<file path="src/rtl/chk_exp_fifo.sv">
// Expected-event queue: circular buffer with head and head+1 peek, pops 0, 1 or 2 entries per cycle.
module chk_exp_fifo #(
    parameter int WIDTH = 65,
    parameter int DEPTH = 16,
    localparam int AW = $clog2(DEPTH),
    localparam int CW = AW + 1
) (
    input  logic             clk,
    input  logic             rst_n,
    input  logic             push,
    input  logic [WIDTH-1:0] din,
    input  logic [1:0]       pop_n,
    output logic [WIDTH-1:0] head,
    output logic [WIDTH-1:0] head1,
    output logic [CW-1:0]    count,
    output logic             full
);

    logic [WIDTH-1:0] store [DEPTH];
    logic [AW-1:0]    wr_ptr;
    logic [AW-1:0]    rd_ptr;
    logic             push_ok;

    assign full    = (count == CW'(DEPTH));
    assign push_ok = push && !full;
    assign head    = store[rd_ptr];
    assign head1   = store[rd_ptr + AW'(1)];

    always_ff @(posedge clk or negedge rst_n) begin
        if (!rst_n) begin
            wr_ptr <= '0;
            rd_ptr <= '0;
            count  <= '0;
        end else begin
            if (push_ok)
                wr_ptr <= wr_ptr + AW'(1);
            rd_ptr <= rd_ptr + AW'(pop_n);
            count  <= count + CW'(push_ok) - CW'(pop_n);
        end
    end

    // Payload needs no reset; only entries below count are ever looked at.
    always_ff @(posedge clk) begin
        if (push_ok)
            store[wr_ptr] <= din;
    end

endmodule

</file>
<file path="config.mk">
export PLATFORM = sky130hd
export DESIGN_NAME = chk_exp_fifo
export DESIGN_NICKNAME = d
export VERILOG_FILES = /design/src/rtl/chk_exp_fifo.sv
export SDC_FILE = /design/constraint.sdc
export NUM_CORES = 2
export LEC_CHECK = 0
export CORE_ASPECT_RATIO = 0.9
export CORE_MARGIN = 4
export CORE_UTILIZATION = 65
export CTS_CLUSTER_DIAMETER = 40
export CTS_CLUSTER_SIZE = 8
export DETAILED_ROUTE_END_ITERATION = 10
export GPL_ROUTABILITY_DRIVEN = 0
export HOLD_SLACK_MARGIN = 0.08
export PLACE_DENSITY = 0.88
export SLEW_MARGIN = 20
export SYNTH_ARGS = -nofsm -noshare
export SYNTH_HDL_FRONTEND = slang
export SYNTH_SLANG_ARGS = --single-unit
export TNS_END_PERCENT = 50
</file>
<file path="constraint.sdc">
create_clock -name clk -period 15.2 [get_ports clk]
set_input_delay 3.04 -clock clk [delete_from_list [all_inputs] [get_ports clk]]
set_output_delay 3.04 -clock clk [all_outputs]
set_load 0.05 [all_outputs]
</file>
Word-level counts from Yosys, hierarchy flattened
Memory sizes are Yosys's and may differ from the RTL's.
Cells that the tools add are included.
Operators by class
  $add $sub $neg: 5
  multiply operators: 0
  div/mod/pow operators: 0
  $lt $le $gt $ge: 0
  equal/unequal tests: 1
  shift-type cells: 0
  mux-type cells: 2
  bitwise operators: 0
  reductions and logical operators: 2
Operator list (count)
  $add A4 B1 Y4 const B: 2
  $add A5 B1 Y5: 1
  $eq A5 B5 Y1 const B: 1
  $sub A5 B2 Y5: 1
  $add A4 B2 Y4: 1
  $mux W1: 2
  $logic_and A1 B1 Y1: 1
  $logic_not A1 Y1: 1
Storage, ports and cells
  register bits after elaboration: 13
  bits in latches: 0
  bits in writable memories: 1040
  bits in read-only memories: 0
  input port bits: 70
  output and inout port bits: 136
  logic and storage cells: 14
  memories kept: 1
Memory list
  store: depth 16, bits a word 65, rd ports 2, clocked after Yosys merged registers in 0, write ports 1, RTL line 19  | logic [WIDTH-1:0] store [DEPTH];

Longest topological paths before layout
  depth in word-level cells: 5
  gate-level depth with buffers: 17
  mapped depth without buffers: 16

Worst setup path before layout
No wires, ideal clock.
  path type: input port to flip-flop
  start point: in push
  end point: mem store[3][0], enable pin
  library setup time: 568 ps
  arrival: 8021 ps
  required time: 14632 ps
  setup slack: 6611 ps
  stages on the path: 4
  path buffers: 1
  path through: nor2b_1 -> clkbuf_1 -> nand2_1 -> nor3_1
Between the ends
  longest elaborated chain between the ends: 3
Ends and longest elaborated chain
  start: declaration: RTL line 10  | input logic push,
  $logic_and A1 B1 Y1: RTL line 25  | assign push_ok = push && !full;
  $mux W1: RTL line 44  | if (push_ok)
  $mux W1 (not written as such): RTL line 45  | store[wr_ptr] <= din;
  end: declaration: RTL line 19
No other way between the ends.

Final worst setup path
  start point: reg rd_ptr[0]
  end point: out head1[29]
Between the ends
  longest elaborated chain between the ends: 2
Ends and longest elaborated chain
  start: declaration: RTL line 21  | logic [AW-1:0] rd_ptr;
  start signal: assignment: RTL line 37  | rd_ptr <= rd_ptr + AW'(pop_n);
  $add A4 B1 Y4: RTL line 27  | assign head1 = store[rd_ptr + AW'(1)];
  $mem_v2 Z16 W65
  end: declaration: RTL line 14  | output logic [WIDTH-1:0] head1,
No other way between the ends.

==> qor.yml <==
die:
  core-area_mm2: 0.0732
  die_w_um: 295
  start_util_pct: 65.7
  die_h_um: 266
  rows: 94
  io_pins: 206
  dieArea_mm2: 0.0784
clock_network:
  cts_hold_buf: 0
  clk_pin_slew_worst_paths_ns: 0.05
  h-tree-depth: 4
  cts_resized: 0
  tritoncts: "yes"
  cts_sinks: 1053
  post_cts_buffers: 0
  max-clock-path-buffers: 3
  clkLatencyLatePin_ns: 0.74
  cts_root_buf: "clkbuf_16"
  cts_buffers: 155
synthesis:
  synth.top_cell.area_share_pct: 65.0
  syn_inst: 2365
  synth_nets: 2451
  synthesis.area_mm2: 0.0481
  ys_warn_count: 0
  ys_seq_elements: 1053
  synth_area_leaders: "edfxtp_1 (65%), mux4_2 (25%), o221ai_1 (1.2%), inv_1 (1.1%), a22oi_1 (1.0%)"
  syn_area_per_cell_um2: 20.3
  synth_cell_type_count: 32
  yosysTopAreaCell: "edfxtp_1"
  synth-seq-area-share_pct: 65.6
global_route:
  grt_pass1_vias: 29420
  grt_max_degree: 193
  grt-ovfl-total: 0
  track_usage_pct: 35.5
  grt_pass1_wl_um: 199000
  antenna_found_initial: 6
cells_and_area:
  mostFrequentLayoutCell: "edfxtp_1"
  layout_common_cells: "edfxtp_1 (1040), mux4_2 (537), clkdlybuf4s50_1 (205), clkbuf_16 (159), inv_1 (142)"
  fin_nets: 2682
  area_growth_pct: 14.9
  drive_above_1_share_pct: 29.9
timing:
  fin_crit_sh_pct: 59.1
  finalSetupViolCount: 0
  tightestPinTransition_ns: 1.24
  layout_min_cycle_time_ns: 8.99
  hold_viol: 0
  slew_viol_final: 0
  skew_ns: 0.0178
  fmax_mhz: 111
  fin_hold_ws_ns: 0.575
  relSlewSlack_pct: 17.4
  setup_tns_ns: 0
  rsz0062_at_grt: "false"
worst_setup_path:
  worstSetupStartpoint: "rd_ptr[0]"
  cp_top_family: "buffers and inverters"
  endpoint: "head1[29]"
  path_depth: 7
  critical_path_class: "flip-flop to output port"
  cpPeakStageDelay_ns: 0.89
  r2r_cells: 9
  required_ns: 12.16
  slowest_stage: "buf_4"
  r2r-start: "count[2]"
  cp-end-kind: "output port"
  r2r-end: "store[2][55]"
  crit_chain: "buf_6 -> buf_4 -> buf_4 -> mux4_2 -> a22oi_1 -> o221ai_1 -> clkdlybuf4s50_1"
  path_buf_inv: 4
  worstPathMaxFanout: 72
  startpoint_type: "flip-flop"
  arrival_ns: 5.95
  cpMostUsedCell: "buf_4"
  r2r_setup_slack_ns: 11.06
placement:
  place_hpwl_um: 65400
  port_buffers: 205
hold_path:
  min_path_type: "flip-flop to flip-flop"
  holdCritStartpoint: "count[0]"
route:
  vias: 28311
  drt_first_pass_iters: 6
  drt_iter0_drc: 4321
  drt_wl_total_um: 136000
  ant_nets: 0
  routedWlPerCell_um: 37.6
  viasPerCell: 7.85
  route.detailed.drc: 0
outcome:
  status: "completed"
flow_run:
  max_cap_violations: 0
## synth_stat cells
library cell	count
xor2_1	1
inv_2	1
edfxtp_1	1040
buf_4	25
buf_2	67
buf_1	16
o221ai_1	64
o21a_1	1
fa_1	2
nand4_1	2
a211oi_1	48
ha_1	14
nand2b_1	6
mux2_2	1
buf_6	11
xnor2_1	8
nor3_1	6
inv_1	142
o21ai_0	1
clkbuf_1	64
o21ai_1	2
and2_1	2
a22oi_1	64
nor2b_1	49
a21oi_1	4
dfrtp_1	13
nand2_1	108
a21o_1	2
mux4_2	537
nor2_1	15
mux2i_1	1
a31oi_1	48
## logic make-up after synthesis
| group | after synthesis | synth area share, % |
|---|---|---|
| AO/OA/AOI/OAI | 234 | 3.66 |
| XOR/XNOR | 9 | 0.164 |
| adder cells (fa/ha/maj) | 16 | 0.448 |
| buffers and inverters | 326 | 3.09 |
| flip-flops | 1053 | 65.6 |
| multiplexers | 539 | 25.2 |
| AND/OR/NAND/NOR | 188 | 1.79 |
## final cells by class
class	instances	area [um^2]
antenna	7	17.5
clock buffer	180	4060
clock inverter	20	166
fill	3754	17900
inverter	143	537
multi-input combinational	986	15200
sequential	1053	31600
tap	960	1200
timing repair buffer	257	2500
## stage by stage
| step | utilization, % | worst slack [ns] | area, um^2 | cells |
|---|---|---|---|---|
| after global placement | 69.7 | 6.99 | 51000 | 3398 |
| after CTS | 75.4 | 5.87 | 55200 | 3598 |
| after floorplan | - | 6.61 | 48100 | 2365 |
| after detailed placement | 69.7 | 6.81 | 51000 | 3398 |
| final | 75.5 | 6.21 | 55200 | 3606 |
| after global routing | 75.5 | 5.85 | 55200 | 3603 |
## state kept, by name, summed over array words and instances, names as in the netlist
name,flops
count,5
wr_ptr,4
rd_ptr,4
store,1040
## worst min-delay path by stage
stage,to,cells past startpoint
detailed placement,count[0],1
floorplan,rd_ptr[0],1
finish,count[0],1
global route,count[0],1
global placement,count[0],1
CTS,count[0],1
## metal layers
| metal | track usage (%) | vias to the layer above | part of all wire (%) |
|---|---|---|---|
| li1 | - | 10573 | - |
| met1 | 45.6 | 14590 | 32 |
| met2 | 57.5 | 2609 | 50 |
| met3 | 8.88 | 537 | 13 |
| met4 | 18.5 | 2 | 5.4 |
| met5 | 0 | - | 0.0089 |
Power is left out: the tool's default activity adds up to more than one toggle a clock period on the data nets, which glitch-free logic cannot reach.
